--- src/rtl/if_id_buffer_if.sv ---
// IF/ID boundary bundle: fetch-side offer/accept and decode-side head/stall signals.
interface if_id_buffer_if #(
    parameter int XLEN = 32
);
    logic [XLEN-1:0] InstrF;
    logic [XLEN-1:0] PCF;
    logic [XLEN-1:0] PCPlus4F;
    logic            ValidF;
    logic            ReadyF;
    logic            StallD;
    logic [XLEN-1:0] InstrD;
    logic [XLEN-1:0] PCD;
    logic [XLEN-1:0] PCPlus4D;
    logic            ValidD;

    modport master (
        output InstrF, PCF, PCPlus4F, ValidF, StallD,
        input  ReadyF, InstrD, PCD, PCPlus4D, ValidD
    );

    modport slave (
        input  InstrF, PCF, PCPlus4F, ValidF, StallD,
        output ReadyF, InstrD, PCD, PCPlus4D, ValidD
    );
endinterface

--- src/rtl/if_id_buffer.sv ---
// Two-entry FIFO between fetch and decode; flushed by a taken branch/jump,
// with a saturating count of discarded wrong-path instructions.
module if_id_buffer #(
    parameter int              XLEN = 32,
    parameter logic [XLEN-1:0] NOP  = XLEN'(32'h00000013)
) (
    input  logic         clk,
    input  logic         rst,
    if_id_buffer_if.slave bus,
    input  logic         FlushD,
    output logic [15:0]  DropCnt
);
    typedef struct packed {
        logic [XLEN-1:0] instr;
        logic [XLEN-1:0] pc;
        logic [XLEN-1:0] pc4;
    } entry_t;

    localparam entry_t EMPTY = entry_t'({NOP, {(2*XLEN){1'b0}}});

    entry_t      slot_reg  [2];
    entry_t      slot_next [2];
    logic [1:0]  count_reg, count_next;
    logic [15:0] drop_cnt_reg, drop_cnt_next;

    logic        ready, valid, push, pop;
    entry_t      incoming;
    logic [16:0] drop_sum;

    // Ready/valid come from state only so flush and stall never reach fetch combinationally.
    assign ready    = (count_reg != 2'd2);
    assign valid    = (count_reg != 2'd0);
    assign push     = bus.ValidF & ready & ~FlushD;
    assign pop      = valid & ~bus.StallD & ~FlushD;
    assign incoming = '{instr: bus.InstrF, pc: bus.PCF, pc4: bus.PCPlus4F};

    // Everything held plus an instruction fetch is handing over this edge is lost.
    assign drop_sum = {1'b0, drop_cnt_reg} + 17'(count_reg) + 17'(bus.ValidF & ready);

    always_comb begin
        count_next    = count_reg;
        drop_cnt_next = drop_cnt_reg;
        for (int i = 0; i < 2; i++) begin
            slot_next[i] = slot_reg[i];
        end

        if (FlushD) begin
            count_next    = 2'd0;
            drop_cnt_next = drop_sum[16] ? 16'hFFFF : drop_sum[15:0];
            for (int i = 0; i < 2; i++) begin
                slot_next[i] = EMPTY;
            end
        end else if (push && pop) begin
            // Only reachable with one entry held: the head leaves and the newcomer takes its place.
            slot_next[0] = incoming;
        end else if (push) begin
            slot_next[count_reg[0]] = incoming;
            count_next              = count_reg + 2'd1;
        end else if (pop) begin
            slot_next[0] = slot_reg[1];
            slot_next[1] = EMPTY;
            count_next   = count_reg - 2'd1;
        end
    end

    always_ff @(posedge clk or negedge rst) begin
        if (!rst) begin
            count_reg    <= 2'd0;
            drop_cnt_reg <= 16'd0;
            for (int i = 0; i < 2; i++) begin
                slot_reg[i] <= EMPTY;
            end
        end else begin
            count_reg    <= count_next;
            drop_cnt_reg <= drop_cnt_next;
            for (int i = 0; i < 2; i++) begin
                slot_reg[i] <= slot_next[i];
            end
        end
    end

    assign bus.ReadyF   = ready;
    assign bus.ValidD   = valid;
    assign bus.InstrD   = valid ? slot_reg[0].instr : NOP;
    assign bus.PCD      = valid ? slot_reg[0].pc    : '0;
    assign bus.PCPlus4D = valid ? slot_reg[0].pc4   : '0;
    assign DropCnt      = drop_cnt_reg;
endmodule
--- src/flat_wrapper.sv ---
// flat-port wrapper written by rule: the top's interface ports become plain ports
module if_id_buffer_flat 
#(
    parameter int              XLEN = 32,
    parameter logic [XLEN-1:0] NOP  = XLEN'(32'h00000013)
)
  (clk, rst, FlushD, DropCnt, bus_InstrF, bus_PCF, bus_PCPlus4F, bus_ValidF, bus_StallD, bus_ReadyF, bus_InstrD, bus_PCD, bus_PCPlus4D, bus_ValidD);
  if_id_buffer_if #(.XLEN(XLEN)) bus_i ();
  input  logic clk;
  input  logic rst;
  input  logic FlushD;
  output logic [15:0] DropCnt;
  input wire logic [$bits(bus_i.InstrF)-1:0] bus_InstrF;
  input wire logic [$bits(bus_i.PCF)-1:0] bus_PCF;
  input wire logic [$bits(bus_i.PCPlus4F)-1:0] bus_PCPlus4F;
  input wire logic [$bits(bus_i.ValidF)-1:0] bus_ValidF;
  input wire logic [$bits(bus_i.StallD)-1:0] bus_StallD;
  output wire logic [$bits(bus_i.ReadyF)-1:0] bus_ReadyF;
  output wire logic [$bits(bus_i.InstrD)-1:0] bus_InstrD;
  output wire logic [$bits(bus_i.PCD)-1:0] bus_PCD;
  output wire logic [$bits(bus_i.PCPlus4D)-1:0] bus_PCPlus4D;
  output wire logic [$bits(bus_i.ValidD)-1:0] bus_ValidD;
  assign bus_i.InstrF = bus_InstrF;
  assign bus_i.PCF = bus_PCF;
  assign bus_i.PCPlus4F = bus_PCPlus4F;
  assign bus_i.ValidF = bus_ValidF;
  assign bus_i.StallD = bus_StallD;
  assign bus_ReadyF = bus_i.ReadyF;
  assign bus_InstrD = bus_i.InstrD;
  assign bus_PCD = bus_i.PCD;
  assign bus_PCPlus4D = bus_i.PCPlus4D;
  assign bus_ValidD = bus_i.ValidD;
  if_id_buffer #(.XLEN(XLEN), .NOP(NOP)) u_core (.clk(clk), .rst(rst), .bus(bus_i), .FlushD(FlushD), .DropCnt(DropCnt));
endmodule
--- config.mk ---
export PLATFORM = sky130hd
export DESIGN_NAME = if_id_buffer_flat
export DESIGN_NICKNAME = d
export VERILOG_FILES = /design/src/rtl/if_id_buffer_if.sv /design/src/rtl/if_id_buffer.sv /design/src/flat_wrapper.sv
export SDC_FILE = /design/constraint.sdc
export NUM_CORES = 1
export LEC_CHECK = 0
export CORE_MARGIN = 2
export CORE_UTILIZATION = 54
export DETAILED_ROUTE_END_ITERATION = 8
export GPL_TIMING_DRIVEN = 1
export MAX_ROUTING_LAYER = met4
export PLACE_DENSITY = 0.86
export REMOVE_ABC_BUFFERS = 1
export SETUP_SLACK_MARGIN = 0.5
export SKIP_CTS_REPAIR_TIMING = 1
export SYNTH_ARGS = -nofsm -noshare
export SYNTH_HDL_FRONTEND = slang
export SYNTH_SLANG_ARGS = --single-unit
--- constraint.sdc ---
create_clock -name clk -period 7.63 [get_ports clk]
set_input_delay 1.1445 -clock clk [delete_from_list [all_inputs] [get_ports clk]]
set_output_delay 1.1445 -clock clk [all_outputs]
set_load 0.01 [all_outputs]
==> results.json, run 1 <==
{
  "status": "finished, final reports clean",
  "wl_met3_mm": 1.61,
  "drtPass1Iterations": 5,
  "instances_no_fill": 1180,
  "skew_ns": 0.0177,
  "synth_cell_types": 42,
  "nets": 1049,
  "report.final.slew_viol_count": 0,
  "netlist_area_um2": 9270,
  "wire_per_inst_um": 21.5,
  "worst_pin_slew_ns": 1.19,
  "setup_violations": 0,
  "clockRootBuffer": "clkbuf_16",
  "power_density_nw_per_um2": 225,
  "cap_viol_max_count": 0,
  "fp.dieW_um": 135,
  "tritoncts": "yes",
  "fmax_mhz": 261,
  "end_kind": "output pin",
  "gp_congestion": 0.853,
  "wl_met2_mm": 12.1,
  "async_flop_share_pct": 100,
  "gr-total-overflow": 0,
  "wirelength_mm": 25.4,
  "slew_headroom_pct": 20.9,
  "ant_nets": 0,
  "start_util_pct": 55.5,
  "grt_pass1_wl_mm": 40.5,
  "synth_seq_area_share_pct": 56.8,
  "via_per_inst": 6.22,
  "placedCellCount": 1141,
  "crit_path_max_incr_delay_ns": 0.68,
  "cts_buffer_depth": 3,
  "critPathLaunchType": "flip-flop",
  "antenna_found_initial": 1,
  "grt_pass1_vias": 7485,
  "min_path_type": "reg -> reg",
  "largest_reg_flops": 192,
  "drt_iter0_drc": 588,
  "drc_errors": 0,
  "syn_area_per_cell_um2": 11.9,
  "drive_gt1_share_pct": 6.47,
  "cts_max_level": 1,
  "clkSinkCount": 210,
  "via_count": 7343,
  "post-route-min-period_ns": 3.84,
  "dp_hpwl_mm": 14.1,
  "dieHeight_um": 135,
  "grt_max_degree": 99,
  "synth_seq_cells": 210,
  "rows": 47,
  "holdWs_ns": 0.463,
  "p_leak_nw": 5.22,
  "m1WireLength_mm": 10.7,
  "grt_setup_unrepaired": "false",
  "tns_ns": 0,
  "path_class": "reg -> out",
  "crit_slowest_cell": "buf_4",
  "fin_crit_sh_pct": 50.3,
  "worstSkewPairLatency_ns": 0.49,
  "arrival_ns": 2.69,
  "dieArea_um2": 18200,
  "critPathRequiredTime_ns": 6.49,
  "cts.reportedPaths.clkPinSlew_ns": 0.06,
  "top_layer_used": "met4",
  "finalPower_mw": 2.75,
  "coreArea_um2": 16700,
  "worstPathCellList": "or2_2 > buf_4 > and2_1 > clkdlybuf4s50_1",
  "yosysWarnings": 0,
  "synthFlopType": "dfrtp_1",
  "finalHoldViolations": 0,
  "area_growth_pct": 32.0,
  "synth_edf_count": 0,
  "crit_fanout": 98,
  "io_buffer_count": 214,
  "cts_made_buffers": 22,
  "peakVddDrop_v": 0.000184,
  "synth_cells": 777,
  "io_pins": 215,
  "track_usage_pct": 28.5
}
[power breakdown]
| group | total (mW) | switching [mW] | internal (mW) |
|---|---|---|---|
| Clock | 1.17 | 0.435 | 0.732 |
| Combinational | 0.365 | 0.204 | 0.162 |
| Sequential | 1.21 | 0.0470 | 1.17 |
| Total | 2.75 | 0.686 | 2.06 |
[critical path: cells and delay by family, from the launching register on]
kind	cells	cell delay, ns
buffers and inverters	2	1.28
DFF	1	0.50
and+or+nand+nor	2	0.39
[synthesized netlist by cell type (6+ instances only)]
| cell type | count | area [µm²] |
|---|---|---|
| nor3_1 | 6 | 30.0 |
| o2bb2ai_1 | 93 | 815 |
| dfrtp_1 | 204 | 5100 |
| dfstp_2 | 6 | 158 |
| a21oi_1 | 6 | 30.0 |
| nor2_1 | 8 | 30.0 |
| a22o_1 | 93 | 815 |
| nand2_1 | 20 | 75.1 |
| a22oi_1 | 96 | 721 |
| buf_2 | 42 | 210 |
| inv_1 | 8 | 30.0 |
| clkbuf_1 | 31 | 116 |
| and2_1 | 96 | 601 |
[cells in the final DEF (no fill, tap or decap), types with 3 or more instances in the layout]
cell	Yosys	layout
and3_1	4	3
a22oi_1	96	96
a2bb2oi_1	3	3
o2bb2ai_1	93	93
clkbuf_16	0	23
buf_4	2	7
or3_1	3	3
dfrtp_1	204	204
nand2b_1	5	4
and2_1	96	95
xnor2_1	4	4
bufinv_16	0	4
o211ai_1	4	4
clkdlybuf4s50_1	0	213
nor2b_1	4	4
xor2_1	5	5
a21oi_1	6	6
inv_1	8	8
clkbuf_8	0	6
a22o_1	93	93
dfstp_2	6	6
o21ai_0	5	5
nand2_1	20	19
nand3_1	4	4
mux2_1	3	3
nor3_1	6	6
nand4_1	4	4
nor2_1	8	7
[per-layer routing]
| layer | vias to the layer above | track usage [%] |
|---|---|---|
| li1 | 3272 | - |
| met1 | 3695 | 39.1 |
| met2 | 310 | 43.0 |
| met3 | 66 | 4.43 |
| met4 | 0 | 11.3 |
| met5 | - | - |
[kinds of logic (layout without fill, tap and decap cells)]
family          count (synthesis)  count (layout)  synth area share [%]
compound gates                305             305                  27.1
xor+xnor                        9               9                 0.850
fa+ha+maj                       3               3                 0.567
buf+inv                        85             267                  4.09
flops                         210             210                  56.8
mux                             4               4                 0.486
other cells                     0               1                     0
simple gates                  161             161                  10.2
[per-stage QoR]
stage	utilization [%]	cell area [µm²]	worst slack, ns
global route	73.2	12200	3.65
finish	73.2	12200	3.79
CTS	73.2	12200	3.79
floorplan	-	8920	2.50
global placement	68.4	11400	3.57
detailed placement	68.4	11400	3.47
[layout make-up]
cell class | count | area [µm²]
diodes | 1 | 2.50
clock buffers | 30 | 652
clock inverters | 8 | 146
fillers | 1163 | 4470
inverters | 8 | 30.0
multi-input cells | 482 | 3660
flip-flops and latches | 210 | 5260
well taps | 220 | 275
repair buffers | 221 | 2200
[path summary, 6_finish.rpt]
kind	from	end	slack, ns	cells after the start
hold reg to reg	u_core.slot_reg[64]$_DFFE_PN1P_	u_core.slot_reg[64]$_DFFE_PN1P_	0.46	2
hold / removal	u_core.slot_reg[64]$_DFFE_PN1P_	u_core.slot_reg[64]$_DFFE_PN1P_	0.46	2
setup / recovery	u_core.count_reg[0]$_DFFE_PN0P_	bus_PCD[22]	3.79	4
max in group asynchronous	rst	u_core.slot_reg[8]$_DFFE_PN0P_	5.51	2
setup reg to reg	u_core.count_reg[0]$_DFFE_PN0P_	u_core.slot_reg[129]$_DFFE_PN0P_	4.12	6
min in group asynchronous	rst	u_core.DropCnt[0]$_DFFE_PN0P_	0.68	1
Power figures use the tool's default switching activity.
==> run 2: changes to the inputs <==
- CORE_UTILIZATION: 54 -> 45
- PLACE_DENSITY: 0.86 -> 0.77
- clock period: 7.63 -> 3.5 ns (I/O delays scaled with it)
==> results.json, run 2 (synthesized netlist as in run 1, its figures left out) <==
{
  "status": "finished, final reports clean",
  "cts_max_level": 1,
  "p_leak_nw": 5.32,
  "ant_nets": 0,
  "finalInstanceArea_um2": 12500,
  "critPathLaunchType": "flip-flop",
  "swShare_pct": 25.9,
  "area_growth_pct": 34.7,
  "dieArea_um2": 21800,
  "wirelength_mm": 25.3,
  "arrival_ns": 3.27,
  "path_class": "reg -> reg",
  "fin_crit_sh_pct": 81.0,
  "dp_hpwl_mm": 14.5,
  "crit_fanout": 10,
  "dpl_cell_area_um2": 11700,
  "combinationalPowerShare_pct": 14.3,
  "critPathRequiredTime_ns": 3.94,
  "layout_common_cells": "clkdlybuf4s50_1 (213), dfrtp_1 (202), a22oi_1 (96)",
  "dieHeight_um": 148,
  "placedCellCount": 1201,
  "track_usage_pct": 23.2,
  "io_buffer_count": 214,
  "drive_gt1_share_pct": 8.30,
  "grt_pass1_wl_mm": 40.3,
  "drc_errors": 0,
  "worstSkewPairLatency_ns": 0.50,
  "grt_max_degree": 94,
  "p_sw_mw": 1.53,
  "crit_slowest_cell": "or4_4",
  "post-route-min-period_ns": 2.84,
  "clkPwrFrac_pct": 41.0,
  "r2r_start": "u_core.count_reg[1]$_DFFE_PN0P_",
  "crit_path_max_incr_delay_ns": 0.62,
  "worstPathCellList": "nand2b_2 > nand2_1 > fa_1 > fa_1 > nand4b_2 > or4_4 > nand2_1 > mux2_1",
  "gr-total-overflow": 0,
  "fp.dieW_um": 148,
  "worst_pin_slew_ns": 0.760,
  "drt_iter0_drc": 422,
  "antenna_found_initial": 0,
  "setup_violations": 0,
  "tns_ns": 0,
  "tritoncts": "yes",
  "final_common_cell": "clkdlybuf4s50_1",
  "report.final.slew_viol_count": 0,
  "grt_pass1_vias": 7619,
  "cts_made_buffers": 23,
  "fmax_mhz": 353,
  "timing.rr.end": "u_core.DropCnt[15]$_DFFE_PN0P_",
  "via_count": 7373,
  "start_util_pct": 45.8,
  "holdWs_ns": 0.0616,
  "cts.reportedPaths.clkPinSlew_ns": 0.06,
  "slew_headroom_pct": 49.3,
  "crit_path_end": "u_core.DropCnt[15]$_DFFE_PN0P_",
  "finalHoldViolations": 0,
  "clkSinkCount": 210,
  "min_path_type": "in -> async",
  "rr_worst_depth": 8,
  "r2r_setup_slack_ns": 0.66,
  "p_int_mw": 4.39,
  "fin_util_pct": 61.7,
  "peakVddDrop_v": 0.000297,
  "grt_setup_unrepaired": "false",
  "nets": 1064,
  "coreArea_um2": 20200,
  "end_kind": "flip-flop",
  "rows": 52,
  "power_density_nw_per_um2": 474,
  "instances_no_fill": 1246,
  "via_per_inst": 5.92,
  "clockRootBuffer": "clkbuf_16",
  "diodes": 0,
  "cap_viol_max_count": 0,
  "gp_congestion": 0.868,
  "io_pins": 215,
  "cts_buffer_depth": 3,
  "drtPass1Iterations": 5,
  "largest_reg_flops": 192,
  "wire_per_inst_um": 20.3,
  "p_seq_share_pct": 44.8,
  "crit_start": "u_core.count_reg[1]$_DFFE_PN0P_",
  "skew_ns": 0.00760
}
## run 2: worst min path at each step
stage                                          from                         endpoint  slack [ns]  cells after the start
floorplan                                       rst    u_core.DropCnt[0]$_DFFE_PN0P_        0.23                      0
global placement    u_core.slot_reg[65]$_DFFE_PN1P_  u_core.slot_reg[65]$_DFFE_PN1P_        0.45                      2
detailed placement  u_core.slot_reg[64]$_DFFE_PN1P_  u_core.slot_reg[64]$_DFFE_PN1P_        0.45                      2
CTS                                             rst    u_core.DropCnt[0]$_DFFE_PN0P_        0.12                      1
global route                                    rst    u_core.DropCnt[0]$_DFFE_PN0P_        0.13                      1
finish                                          rst    u_core.DropCnt[0]$_DFFE_PN0P_        0.06                      1
## run 2: through the flow
step           worst slack, ns  power [mW]
6_report                 0.663        5.92
3_5_place_dp             0.282        3.53
3_3_place_gp             0.313        3.52
5_1_grt                  0.539        6.15
4_1_cts                  0.403        5.96
2_1_floorplan            -1.63        3.02
## run 2: area by class of cell
type / count / area (µm²)
fill: 1586 / 7750
sequential: 210 / 5270
multi-input combinational: 483 / 3680
timing repair buffer: 234 / 2420
clock buffer: 28 / 604
tap: 270 / 338
clock inverter: 13 / 148
inverter: 8 / 30.0
## run 2: per-layer routing
metal  part of all wire [%]  track usage [%]  vias up
met5                      0                -        -
met4                    2.8             8.08        0
met3                    5.7             3.06       48
met2                     48             35.5      263
met1                     44             32.3     3760
li1                       -                -     3302
## run 2: power groups by stage
| stage | Clock, mW | Combinational [mW] | Sequential (mW) |
|---|---|---|---|
| 6_report | 2.42 | 0.843 | 2.65 |
| 4_1_cts | 2.46 | 0.847 | 2.65 |
| 3_5_place_dp | 0 | 0.844 | 2.69 |
| 5_1_grt | 2.57 | 0.925 | 2.66 |
| 3_3_place_gp | 0 | 0.834 | 2.68 |
| 2_1_floorplan | 0 | 0.343 | 2.67 |
## run 2: worst max-delay path: cells and delay by family (launching register included)
| family | cells | cell delay (ns) |
|---|---|---|
| muxes | 1 | 0.12 |
| DFF | 1 | 0.50 |
| and+or+nand+nor | 5 | 1.30 |
| adders and majority gates | 2 | 0.86 |
